==> config.mk <==
export PLATFORM = sky130hd
export DESIGN_NAME = mem_burst_ctrl
export DESIGN_NICKNAME = d
export VERILOG_FILES = /design/src/rtl/mem_pkg.sv /design/src/rtl/mem_outst_cnt.sv /design/src/rtl/mem_burst_ctrl.sv
export SDC_FILE = /design/constraint.sdc
export NUM_CORES = 1
export LEC_CHECK = 0
export ABC_CLOCK_PERIOD_IN_PS = 7200
export BUFFER_PORTS_ARGS = -buffer_cell sky130_fd_sc_hd__buf_2
export CORE_MARGIN = 2
export CORE_UTILIZATION = 45
export CTS_BUF_LIST = sky130_fd_sc_hd__clkbuf_8 sky130_fd_sc_hd__clkbuf_16
export CTS_CLUSTER_SIZE = 24
export DETAILED_ROUTE_END_ITERATION = 6
export PLACE_DENSITY = 0.87
export SLEW_MARGIN = 20
export SYNTH_ARGS = -nofsm -noshare
export SYNTH_HDL_FRONTEND = slang
export SYNTH_SLANG_ARGS = --single-unit
==> constraint.sdc <==
create_clock -name clk_i -period 7.2 [get_ports clk_i]
set_input_delay 0.36 -clock clk_i [delete_from_list [all_inputs] [get_ports clk_i]]
set_output_delay 0.36 -clock clk_i [all_outputs]
set_load 0.1 [all_outputs]
==> src/rtl/mem_pkg.sv <==
// Shared types and default sizing for the burst memory front-end.
package mem_pkg;

  localparam int unsigned DATA_BITS_DEF = 32;
  localparam int unsigned MEM_SIZE_DEF  = 128;
  localparam int unsigned MAX_BURST_DEF = 16;
  localparam int unsigned MAX_OUTST_DEF = 2;

  typedef enum logic {
    REQ_RD = 1'b0,
    REQ_WR = 1'b1
  } req_typ_e;

  typedef enum logic [1:0] {
    IDLE  = 2'd0,
    RUN   = 2'd1,
    DRAIN = 2'd2,
    DONE  = 2'd3
  } burst_state_e;

endpackage

==> src/rtl/mem_outst_cnt.sv <==
// Up/down counter of memory requests issued but not yet answered.
module mem_outst_cnt #(
  parameter int unsigned MAX_OUTST = 2,
  localparam int unsigned CNT_W = $clog2(MAX_OUTST + 1)
) (
  input  logic             clk_i,
  input  logic             rst_i,
  input  logic             inc,
  input  logic             dec,
  output logic [CNT_W-1:0] cnt,
  output logic             full
);

  // Simultaneous inc and dec cancel out.
  always_ff @(posedge clk_i) begin
    if (rst_i) begin
      cnt <= '0;
    end else if (inc && !dec) begin
      cnt <= cnt + CNT_W'(1);
    end else if (dec && !inc) begin
      cnt <= cnt - CNT_W'(1);
    end
  end

  assign full = (cnt == CNT_W'(MAX_OUTST));

endmodule

==> src/rtl/mem_burst_ctrl.sv <==
// Burst front-end: splits one burst command into pipelined single-word
// memory requests and streams write data in / read data out.
module mem_burst_ctrl
  import mem_pkg::*;
#(
  parameter int unsigned DATA_BITS = DATA_BITS_DEF,
  parameter int unsigned MEM_SIZE  = MEM_SIZE_DEF,
  parameter int unsigned MAX_BURST = MAX_BURST_DEF,
  parameter int unsigned MAX_OUTST = MAX_OUTST_DEF,
  localparam int unsigned ADDR_WIDTH = $clog2(MEM_SIZE),
  localparam int unsigned LEN_WIDTH  = $clog2(MAX_BURST) + 1
) (
  input  logic                  clk_i,
  input  logic                  rst_i,
  input  logic                  cmd_val_i,
  output logic                  cmd_rdy_o,
  input  logic                  cmd_typ_i,
  input  logic [ADDR_WIDTH-1:0] cmd_addr_i,
  input  logic [LEN_WIDTH-1:0]  cmd_len_i,
  output logic                  cmd_err_o,
  input  logic                  wdata_val_i,
  output logic                  wdata_rdy_o,
  input  logic [DATA_BITS-1:0]  wdata_i,
  output logic                  rdata_val_o,
  input  logic                  rdata_rdy_i,
  output logic [DATA_BITS-1:0]  rdata_o,
  output logic                  rdata_last_o,
  output logic                  done_o,
  output logic                  mem_req_val_o,
  input  logic                  mem_req_rdy_i,
  output logic                  mem_req_typ_o,
  output logic [ADDR_WIDTH-1:0] mem_req_addr_o,
  output logic [DATA_BITS-1:0]  mem_req_data_o,
  input  logic                  mem_rsp_val_i,
  output logic                  mem_rsp_rdy_o,
  input  logic [DATA_BITS-1:0]  mem_rsp_data_i
);

  localparam int unsigned OUTST_W = $clog2(MAX_OUTST + 1);

  burst_state_e          state_q, state_d;
  req_typ_e              typ_q;
  logic [ADDR_WIDTH-1:0] base_q;
  logic [LEN_WIDTH-1:0]  len_q, issued_q, received_q, received_nxt;
  logic                  err_q;
  logic [OUTST_W-1:0]    outst;
  logic                  outst_full;

  logic        cmd_hs, cmd_ok, is_wr, rsp_open;
  logic        issue_c, req_hs, rsp_rdy_c, rsp_hs;
  logic [31:0] addr_sum;

  mem_outst_cnt #(
    .MAX_OUTST(MAX_OUTST)
  ) u_outst (
    .clk_i (clk_i),
    .rst_i (rst_i),
    .inc   (req_hs),
    .dec   (rsp_hs),
    .cnt   (outst),
    .full  (outst_full)
  );

  // Handshake and issue qualifiers shared by next-state and output logic.
  always_comb begin
    cmd_hs       = cmd_val_i && (state_q == IDLE) && !rst_i;
    cmd_ok       = (cmd_len_i != '0) && (cmd_len_i <= LEN_WIDTH'(MAX_BURST));
    is_wr        = (typ_q == REQ_WR);
    issue_c      = (state_q == RUN) && (issued_q < len_q) && !outst_full &&
                   (!is_wr || wdata_val_i);
    req_hs       = issue_c && mem_req_rdy_i;
    // Responses with nothing outstanding are never acknowledged.
    rsp_open     = ((state_q == RUN) || (state_q == DRAIN)) && (outst != '0);
    rsp_rdy_c    = rsp_open && (is_wr || rdata_rdy_i);
    rsp_hs       = mem_rsp_val_i && rsp_rdy_c;
    received_nxt = received_q + LEN_WIDTH'(rsp_hs);
    addr_sum     = 32'(base_q) + 32'(issued_q);
  end

  always_ff @(posedge clk_i) begin
    if (rst_i) begin
      state_q <= IDLE;
    end else begin
      state_q <= state_d;
    end
  end

  always_comb begin
    state_d = state_q;
    case (state_q)
      IDLE:    if (cmd_hs && cmd_ok) state_d = RUN;
      RUN:     if (req_hs && (issued_q + LEN_WIDTH'(1) == len_q)) state_d = DRAIN;
      DRAIN:   if (received_nxt == len_q) state_d = DONE;
      DONE:    state_d = IDLE;
      default: state_d = IDLE;
    endcase
  end

  // Burst context and progress counters.
  always_ff @(posedge clk_i) begin
    if (rst_i) begin
      typ_q      <= REQ_RD;
      base_q     <= '0;
      len_q      <= '0;
      issued_q   <= '0;
      received_q <= '0;
      err_q      <= 1'b0;
    end else begin
      err_q <= cmd_hs && !cmd_ok;
      if (cmd_hs && cmd_ok) begin
        typ_q      <= req_typ_e'(cmd_typ_i);
        base_q     <= cmd_addr_i;
        len_q      <= cmd_len_i;
        issued_q   <= '0;
        received_q <= '0;
      end else begin
        if (req_hs) issued_q <= issued_q + LEN_WIDTH'(1);
        received_q <= received_nxt;
      end
    end
  end

  always_comb begin
    cmd_rdy_o      = (state_q == IDLE) && !rst_i;
    cmd_err_o      = err_q;
    done_o         = (state_q == DONE);
    mem_req_val_o  = issue_c;
    mem_req_typ_o  = typ_q;
    mem_req_addr_o = ADDR_WIDTH'(addr_sum % MEM_SIZE);
    mem_req_data_o = (is_wr && issue_c) ? wdata_i : '0;
    wdata_rdy_o    = is_wr && req_hs;
    mem_rsp_rdy_o  = rsp_rdy_c;
    rdata_val_o    = !is_wr && rsp_open && mem_rsp_val_i;
    rdata_o        = (!is_wr && rsp_open) ? mem_rsp_data_i : '0;
    rdata_last_o   = rdata_val_o && (received_q == len_q - LEN_WIDTH'(1));
  end

endmodule

==> flow_summary.yaml <==
final_layout:
  drive_gt1_share_pct: 39.4
  mostFrequentLayoutCell: "buf_2"
  syn_to_final_growth_pct: 38.6
  stdcell_count: 513
  final_nets: 548
  nFillCells: 459
  finalInstanceArea_um2: 3190
  final_cell_mix: "buf_2 (163), and2_1 (36), and3_1 (35), nor2_1 (32), dfxtp_1 (28)"
drt:
  drt_iter0_drc: 134
  drtAntennaViolNets: 0
  num_vias: 2476
  avgRoutedWirePerCell_um: 13.4
  route.final.wire_length_um: 6870
  vias_per_cell: 4.83
  drt_pass1_iterations: 4
  drc: 0
synthesis:
  synth_nets: 396
  synth_cell_types: 38
  syn_area_um2: 2300
  ys_ff_latch: 28
  synth_area_leaders: "dfxtp_1 (24%), ha_1 (11%), and2_1 (9.5%), and3_1 (9.5%), xnor2_1 (5.7%)"
  synth_top_cell_by_area: "dfxtp_1"
  syn_avg_cell_area_um2: 7.91
  syn_inst: 291
  synth_top_area_share_pct: 24.3
  yosysSeqAreaShare_pct: 24.3
  yosys_warnings: 0
clocking:
  hold_buffers: 0
  clock_path_buffers: 2
  postCtsSetupBuffers: 0
  htree_num_levels: 1
  numCtsBuffers: 3
  cts_resized: 0
  cts_tree: "yes"
  clock_latency_ns: 0.28
  cts_root_buf: "clkbuf_8"
  path_clk_slew_ns: 0.10
  clock_sinks: 28
sta:
  slew_headroom_pct: 38.5
  finalHoldViolCount: 0
  period_share_pct: 46.2
  final_max_slew_viol_count: 0
  tns_ns: 0
  rsz0062_at_grt: "no"
  worstMarginPinSlew_ns: 0.922
  fmax_ghz: 0.301
  skew_ns: 0.00457
  setup_viol: 0
  min_period_ns: 3.32
die:
  core_area_um2: 5010
  dieWidth_um: 75.5
  start_util_pct: 46.0
  die_h_um: 75.5
  io_pins: 164
  rows: 26
  fp.dieArea_um2: 5700
place:
  dp.cells: 508
  post_dp_cell_area_um2: 3130
  gp_congestion: 0.911
  post-dp-hpwl_um: 5520
  port_buffers: 163
pwr:
  pwr_density_cell_nw_per_um2: 166
  fin_total_pwr_mw: 0.529
  leakagePower_nw: 1.97
  vdd.ir_drop.worst_mv: 0.147
critical_path:
  cp.required_ns: 6.84
  cp-end-kind: "output port"
  cp_max_fo: 33
  critical_path.max_stage_delay_ns: 0.69
  path_cells: "inv_1 -> ha_1 -> o21ai_0 -> nor2_2 -> and2_1 -> nand3_1 -> nor3_1 -> buf_2"
  startpoint_type: "flop"
  cp.arrival_ns: 2.96
  critPathSlowestCell: "nor2_2"
  crit_type: "flop to output port"
grt:
  grt_max_degree: 39
  grt_antenna_before_repair: 1
  grt_pass1_vias: 2093
  grt_usage_pct: 22.3
  grt_pass1_wl_um: 9700
  grt-ovfl-total: 0
worst_hold_path:
  holdCritPathClass: "input pin to flop"
flow_run:
  max-cap-violations: 0
outcome:
  status: "completed"
-- cell type report --
type,instances,area (µm²),area share (%)
repair buffers,163,816,25.6
diodes,1,2.50,0.0784
multi-input cells,227,1600,50.0
clock buffers,4,55.1,1.72
flip-flops and latches,28,561,17.6
well taps,70,87.6,2.74
inverters,20,75.1,2.35
-- stage by stage --
| step | setup slack (ns) | hold slack [ns] | util, % |
|---|---|---|---|
| 2_1_floorplan | 2.62 | 0.468 | - |
| 3_3_place_gp | 3.91 | 0.479 | 62.5 |
| 3_5_place_dp | 3.99 | 0.495 | 62.6 |
| 4_1_cts | 3.66 | 0.304 | 63.7 |
| 5_1_grt | 3.59 | 0.308 | 63.7 |
| 6_report | 3.88 | 0.308 | 63.7 |
-- cell families after synthesis --
kind of cell    count (synthesis)  share of synthesized area, %
fa+ha+maj                      21                          11.7
compound gates                 27                          8.21
mux                            13                          5.65
simple gates                  138                          32.6
flops                          28                          24.3
buf+inv                        36                          6.47
xor+xnor                       28                          11.0
-- synthesized netlist by cell type --
cell type and n:
and2_1 35, and3_1 35, nor2_1 33, dfxtp_1 28, ha_1 20, inv_1 20
xnor2_1 15, mux2i_1 13, xor2_1 12, clkbuf_1 11, nand2_1 10, a21oi_1 9
nand3_1 9, o21ai_0 6, nor3_1 4, a21o_1 2, buf_2 2, nand2b_1 2
nor2b_1 2, nor4_1 2, o311a_1 2, o31ai_1 2, or3_1 2, a21o_2 1
a311oi_1 1, a31o_2 1, a31oi_1 1, and2_0 1, and3b_2 1, and4_1 1
buf_1 1, buf_4 1, buf_6 1, fa_1 1, o211a_1 1, o31ai_4 1
or3_4 1, xor2_2 1
-- critical path, delay by kind of cell (launching register included) --
family / cells / cell delay [ns]
fa+ha+maj: 1 / 0.30
flops: 1 / 0.40
buf+inv: 2 / 0.57
simple gates: 4 / 1.28
compound gates: 1 / 0.12
-- power breakdown --
| part | leakage, nW | switching (mW) | internal [mW] | total, mW |
|---|---|---|---|---|
| logic | 1.71 | 0.176 | 0.0730 | 0.249 |
| registers | 0.227 | 0.0150 | 0.166 | 0.181 |
| clock network | 0.0288 | 0.0506 | 0.0491 | 0.0997 |
-- state kept, by name, summed over array words and instances (netlist names) --
| name | count |
|---|---|
| mem_req_typ_o | 1 |
| issued_q | 5 |
| len_q | 5 |
| base_q | 7 |
| received_q | 5 |
| state_q | 2 |
| cmd_err_o | 1 |
| u_outst.cnt | 2 |
-- per-layer routing --
layer  routed length (µm)  GRT usage [%]
met2                 3230           37.0
met1                 2970           30.6
met3                  616           4.50
met5                    0              0
met4                   50           3.51
-- final timing paths --
kind,start,endpoint,slack [ns],cells after the start
setup / recovery,state_q[0],rdata_last_o,3.88,8
setup reg to reg,mem_req_typ_o,state_q[1],4.14,11
hold reg to reg,base_q[0],base_q[0],0.52,2
hold / removal,cmd_addr_i[5],base_q[5],0.31,3
(Power assumes the default switching activity.)
